[config.mk]
export PLATFORM = sky130hd
export DESIGN_NAME = control_unit
export DESIGN_NICKNAME = d
export VERILOG_FILES = /design/src/rtl/control_unit.sv
export SDC_FILE = /design/constraint.sdc
export NUM_CORES = 1
export LEC_CHECK = 0
export ABC_CLOCK_PERIOD_IN_PS = 1600
export BUFFER_PORTS_ARGS = -buffer_cell sky130_fd_sc_hd__buf_2
export CAP_MARGIN = 15
export CORE_MARGIN = 4
export CORE_UTILIZATION = 42
export CTS_BUF_LIST = sky130_fd_sc_hd__clkbuf_4 sky130_fd_sc_hd__clkbuf_8
export DETAILED_ROUTE_END_ITERATION = 8
export PLACE_DENSITY = 0.82
export SLEW_MARGIN = 20
export SYNTH_ARGS = -nofsm -noshare
export SYNTH_HDL_FRONTEND = slang
export SYNTH_SLANG_ARGS = --single-unit
[constraint.sdc]
create_clock -name clock -period 1.6 [get_ports clock]
set_input_delay 0.08 -clock clock [delete_from_list [all_inputs] [get_ports clock]]
set_output_delay 0.08 -clock clock [all_outputs]
set_load 0.005 [all_outputs]
[src/rtl/control_unit.sv]
// Multi-cycle control FSM: fetch, latch, execute and load write-back.
// Decodes the instruction register into datapath selects and strobes.
module control_unit (
    input  logic        clock,
    input  logic        reset,
    input  logic [15:0] instruction,
    output logic [1:0]  alu_a_select,
    output logic [1:0]  alu_b_select,
    output logic [2:0]  alu_operation,
    output logic        program_counter_write_enable,
    output logic [1:0]  program_counter_select,
    output logic        status_write_enable,
    output logic        instruction_write_enable,
    output logic        register_write_enable,
    output logic [2:0]  register_write_data_select,
    output logic [2:0]  register_write_data_select_extra,
    output logic        raycast_write_enable,
    output logic [2:0]  raycast_write_select,
    output logic [1:0]  memory_address_select,
    output logic [2:0]  memory_offset,
    output logic        memory_write_enable
);

    typedef enum logic [1:0] {FETCH, LATCH, EXECUTE, LOAD_WB} state_t;

    state_t      r_state;
    logic [3:0]  w_op;
    logic [3:0]  w_ext;
    logic        w_is_load;
    logic [3:0]  w_rr;
    logic [3:0]  w_imm;
    logic        w_unused;

    assign w_op      = instruction[15:12];
    assign w_ext     = instruction[7:4];
    assign w_is_load = (w_op == 4'b0100) && (w_ext == 4'b0000);
    assign w_unused  = ^{instruction[11:8], instruction[3:0]};

    // {valid, alu_operation}; the same code table serves RR ext and immediate op
    function automatic logic [3:0] alu_dec(input logic [3:0] c);
        case (c)
            4'b0101: alu_dec = 4'b1000;
            4'b1001: alu_dec = 4'b1001;
            4'b1011: alu_dec = 4'b1010;
            4'b0001: alu_dec = 4'b1011;
            4'b0010: alu_dec = 4'b1100;
            4'b0011: alu_dec = 4'b1101;
            default: alu_dec = 4'b0000;
        endcase
    endfunction

    assign w_rr  = alu_dec(w_ext);
    assign w_imm = alu_dec(w_op);

    always_ff @(posedge clock or posedge reset) begin
        if (reset) begin
            r_state <= FETCH;
        end else begin
            case (r_state)
                FETCH:   r_state <= LATCH;
                LATCH:   r_state <= EXECUTE;
                EXECUTE: r_state <= w_is_load ? LOAD_WB : FETCH;
                default: r_state <= FETCH;
            endcase
        end
    end

    assign register_write_data_select_extra = 3'b000;
    assign raycast_write_enable             = 1'b0;
    assign raycast_write_select             = 3'b000;
    assign memory_offset                    = 3'b000;

    always_comb begin
        alu_a_select                 = 2'b00;
        alu_b_select                 = 2'b00;
        alu_operation                = 3'b000;
        program_counter_write_enable = 1'b0;
        program_counter_select       = 2'b00;
        status_write_enable          = 1'b0;
        instruction_write_enable     = 1'b0;
        register_write_enable        = 1'b0;
        register_write_data_select   = 3'b000;
        memory_address_select        = 2'b00;
        memory_write_enable          = 1'b0;
        case (r_state)
            LATCH: instruction_write_enable = 1'b1;
            EXECUTE: begin
                program_counter_write_enable = 1'b1;
                case (w_op)
                    4'b0000: begin
                        if (w_rr[3]) begin
                            alu_a_select          = 2'b01;
                            alu_operation         = w_rr[2:0];
                            register_write_enable = (w_rr[2:0] != 3'b010);
                            status_write_enable   = (w_rr[2:0] <= 3'b010);
                        end else if (w_ext == 4'b1101) begin
                            register_write_enable      = 1'b1;
                            register_write_data_select = 3'b001;
                        end
                    end
                    4'b1101: begin
                        register_write_enable      = 1'b1;
                        register_write_data_select = 3'b010;
                    end
                    4'b1111: begin
                        register_write_enable      = 1'b1;
                        register_write_data_select = 3'b011;
                    end
                    4'b1000: begin
                        if (w_ext == 4'b0100 || w_ext[3:1] == 3'b000) begin
                            alu_a_select          = (w_ext == 4'b0100) ? 2'b01 : 2'b10;
                            alu_operation         = 3'b110;
                            register_write_enable = 1'b1;
                        end
                    end
                    4'b1100: begin
                        alu_b_select           = 2'b10;
                        program_counter_select = 2'b01;
                    end
                    4'b0100: begin
                        if (w_ext == 4'b1100) begin
                            program_counter_select = 2'b10;
                        end else if (w_ext == 4'b0000) begin
                            memory_address_select = 2'b01;
                        end else if (w_ext == 4'b0100) begin
                            memory_address_select = 2'b01;
                            memory_write_enable   = 1'b1;
                        end
                    end
                    default: begin
                        if (w_imm[3]) begin
                            alu_a_select          = (w_imm[2:0] <= 3'b010) ? 2'b10 : 2'b11;
                            alu_operation         = w_imm[2:0];
                            register_write_enable = (w_imm[2:0] != 3'b010);
                            status_write_enable   = (w_imm[2:0] <= 3'b010);
                        end
                    end
                endcase
            end
            LOAD_WB: begin
                register_write_enable      = 1'b1;
                register_write_data_select = 3'b100;
                memory_address_select      = 2'b01;
            end
            default: ;
        endcase
    end

endmodule

## Yosys cells after proc, flatten, opt, wreduce, memory -nomap -nowiden

Index checks and enable logic that the tools add are counted.
W data, S select, Z words.

- Bits in registers: 2
- Latch bits: 0
- Memory bits (writable): 0
- Bits in read-only memories: 0
- Input port bits: 18
- Logic and storage cells: 85
- Memories kept: 0

- Add/sub/neg operators: 0
- $mul: 0
- Div/mod/pow operators: 0
- Magnitude comparators: 2
- Equal/unequal tests: 25
- Shift-type cells: 0
- Mux-type cells: 47
- Bitwise operators: 0
- Reductions and logical operators: 10

Operators with widths:

| cell | number |
|---|---|
| $pmux W4 S6 | 2 |
| $eq A4 B4 Y1 const B | 10 |
| $mux W1 | 22 |
| $mux W2 | 9 |
| $pmux W2 S3 | 3 |
| $eq A4 B2 Y1 const B | 4 |
| $eq A4 B3 Y1 const B | 4 |
| $mux W3 | 4 |
| $pmux W3 S3 | 1 |
| $eq A4 B1 Y1 const B | 2 |
| $logic_not A4 Y1 | 2 |
| $le A3 B2 Y1 const B | 2 |
| $ne A3 B2 Y1 const B | 2 |
| $pmux W1 S2 | 3 |
| $pmux W3 S2 | 1 |
| $reduce_or A5 Y1 | 1 |
| $eq A2 B2 Y1 const B | 2 |
| $pmux W1 S4 | 1 |
| $pmux W2 S2 | 1 |
| $reduce_or A2 Y1 | 2 |
| $reduce_or A4 Y1 | 1 |
| $logic_not A3 Y1 | 1 |
| $eq A2 B1 Y1 const B | 1 |
| $logic_not A2 Y1 | 1 |
| 2 further kinds | 2 |

## Logic depth before layout (Yosys ltp)

- Depth after elaboration: 7
- Depth in mapped cells: 5
- Gate-level depth less buffers: 4

## Worst setup path after synthesis

Ideal clock, no wire load.

- Path type: input to output
- Start: in instruction[12]
- End: out alu_operation[1]
- Arrival time: 1,168 ps
- Required time: 1,520 ps
- Path slack: 352 ps
- Stages on the path: 5
- Path through: buf_6 -> or3b_1 -> a2111oi_2 -> a311oi_1 -> a211oi_2

- Cells in the longest elaborated chain, start to end: 5
- Elaborated cells between the ends (all ways): 17
- Those cells by class: eq/ne: 11; mux: 4; reduce/logical: 2

RTL lines:

| item | RTL line | text |
|---|---|---|
| from (decl) | 6 | `input logic [15:0] instruction,` |
| $eq A4 B2 Y1 (tied with other cells) | 41 | `case (c)` |
| $pmux W4 S6 | 41 |  |
| $mux W3 | 131 | `if (w_imm[3]) begin` |
| $pmux W3 S3 (*) | 89 | `case (w_op)` |
| $mux W3 (*) | 85 | `case (r_state)` |
| to (decl) | 9 | `output logic [2:0] alu_operation,` |

Every way passes the cells marked *; elsewhere a longest branch is shown, timed or not.

## Worst setup path after layout

Same ends and word-level chain as after synthesis.

==> impl_metrics.toml <==
[worst_setup_path]
crit_fanout = 10
cp-start-kind = "input port"
end_kind = "primary output"
path_class = "input port to primary output"
required_ps = 1520
cp_data_arrival_time_ps = 1380

[placed_design]
dp_hpwl_um = 1240
port_buffers = 26
place_area_um2 = 732
routabilityCongestion = 0.878
placed_cells = 132

[logic_synthesis]
ys.flop_type = "dfrtp_1"
synth-edff-count = 0
synthArstFlopShare = 1.00
yosysSeqAreaShare = 0.0760
netlist_area_um2 = 658
synth.avg_cell_area_um2 = 6.93
ys_types = 41
synthSimpleGateAreaFrac = 0.356
syn_inst = 95
synth_top_area_share = 0.171
yosys_warnings = 0
synth_mux_area_frac = 0.0171
synthAdderAreaFrac = 0
synth_top_area_cell = "buf_4"
synth_area_leaders = "buf_4 (17%), dfrtp_1 (7.6%), nor2_1 (5.7%)"
synth_top_family_by_area = "simple AND/OR/NAND/NOR gates"
yosys.area_share.xor_xnor = 0.0133
ys_ff_latch = 2
synth-compound-area-share = 0.285

[floorplan]
die_x_um = 47.6
initial_core_util = 0.442
die_h_um = 47.6
floorplan.rows = 14
die-area_um2 = 2260
coreArea_um2 = 1490
io_pins = 47

[finish]
largest-register = "r_state"
layoutNonFillerInstCount = 136
fin_area_um2 = 764
fin_nets = 140
area_delta_synth_final_pct = 16.2
drive_gt1_frac = 0.350
final_util = 0.513
fillCellCount = 148
largest_reg_flops = 2
largestRegisters = "r_state (2)"
n_antenna_cell = 0

[sta]
tns_ps = 0
fin_crit_sh = 0.915
finalSetupViolations = 0
period_minus_slack_ps = 1460
maxSlewViolCount = 0
fin_skew_ps = 3.75
hold_violations = 0
rsz0062_at_grt = "no"
holdWs_ps = 254
fmax_mhz = 683

[grt]
antenna_found_initial = 0
grt_start_max_net_pins = 18
grt_pass1_vias = 580
overflow = 0
grtUsageTotal = 0.143
grt_first_pass_wirelength_um = 2480

[min_path]
worstHoldPathType = "input port to asynchronous set/reset pin"

[drt]
viasPerCell = 5.43
totalWireLength_um = 1710
drc = 0
vias = 739
routedWlPerCell_um = 12.6
detail_route.first_pass.iterations = 4
final_antenna_net_count = 0
initialDrtViolationCount = 10

[clock_tree]
clkTransAtPathRegs_ps = 30
cts_root_buf = "clkbuf_4"
clockBufferDepth = 2
cts_made_buffers = 3
htreeDepth = 1
cts_tree = "built"
cts_setup_buffers = 0
clock-sinks = 2
insertion_delay_ps = 220

[power]
ir_worst_vdd_mv = 0.353
p_leak_nw = 0.362
pwr_density_cell_nw_per_um2 = 718

[run_status]
status = "finished clean"

[flow_run]
maxCapViolations = 0
[cells in the mapped netlist (2+ instances only)]
cell,number
a22oi_1,2
nand2_1,6
a21oi_1,5
o21a_1,2
or3b_1,3
nor3_1,4
clkbuf_1,2
inv_1,3
o21ai_0,5
buf_6,2
nor3b_1,2
nor2b_1,2
nor2_1,10
buf_4,15
nand2b_1,3
dfrtp_1,2
a311oi_1,2
a211oi_1,2
[power by group]
part           total [mW]  internal (mW)  switching [mW]  leakage (nW)
Clock               0.109         0.0826          0.0268        0.0138
Combinational       0.324          0.153           0.172         0.323
Sequential          0.115         0.0749          0.0398        0.0248
[worst max-delay path, stage by stage]
cell       delay (ps)
buf_2             150
or3b_1            400
a2111oi_2         360
a311oi_1           90
a211oi_2          160
buf_2             140
[through the flow]
stage	worst slack [ps]	total power, mW
floorplan	352	0.331
global placement	152	0.426
detailed placement	143	0.434
CTS	129	0.553
global route	19.5	0.600
finish	137	0.549
[final timing paths]
check	startpoint	end	slack, ps	depth (start not counted)
worst min-delay path	reset	r_state[0]$_DFF_PP0_	250	3
max in group asynchronous	reset	r_state[1]$_DFF_PP0_	1240	3
worst max register to register	r_state[0]$_DFF_PP0_	r_state[1]$_DFF_PP0_	610	3
min in group clock	instruction[6]	r_state[0]$_DFF_PP0_	340	4
worst min register to register	r_state[0]$_DFF_PP0_	r_state[0]$_DFF_PP0_	540	1
worst max-delay path	instruction[12]	alu_operation[1]	140	6
[cells by family (layout without fill, tap and decap cells)]
family | count (synthesis) | after routing
xor+xnor | 1 | 1
compound gates | 26 | 26
mux | 1 | 1
buf+inv | 24 | 38
flops | 2 | 2
simple gates | 40 | 40
other cells | 1 | 12
[repair_timing]
| action | 4_1_cts | 5_1_grt |
|---|---|---|
| hold buffers | 1 | 0 |
| resized for setup | 0 | 0 |
| setup endpoints to repair | 0 | 0 |
| endpoints found under the hold margin | 2 | 0 |
[layout by cell type (no fill, tap or decap), types with 2 or more instances in the layout]
cell type	Yosys	routed
o21ai_0	5	5
buf_2	1	26
nor2_1	10	10
a22oi_1	2	2
nor3_1	4	4
nand2b_1	3	3
dfrtp_1	2	2
nor3b_1	2	2
a311oi_1	2	2
buf_4	15	4
o21a_1	2	2
nand2_1	6	6
clkbuf_4	0	3
inv_1	3	3
nor2b_1	2	2
or3b_1	3	3
conb_1	1	12
a211oi_1	2	2
a21oi_1	5	5
[routing by layer]
| metal | vias to the layer above | share of wire | wire (um) | track usage |
|---|---|---|---|---|
| li1 | 370 | - | - | - |
| met1 | 327 | 0.46 | 793 | 0.222 |
| met2 | 40 | 0.44 | 745 | 0.217 |
| met3 | 2 | 0.093 | 159 | 0 |
| met4 | 0 | 0.0059 | 10 | 0.0376 |
| met5 | - | 0 | 0 | 0 |
[layout make-up]
class | count | area [um2] | area share
inverter | 4 | 15.0 | 0.0196
multi-input combinational | 80 | 487 | 0.637
tap | 16 | 20.0 | 0.0262
timing repair buffer | 31 | 170 | 0.223
clock buffer | 3 | 22.5 | 0.0295
sequential | 2 | 50.0 | 0.0655
No activity file was read; power rests on OpenSTA's default activity.
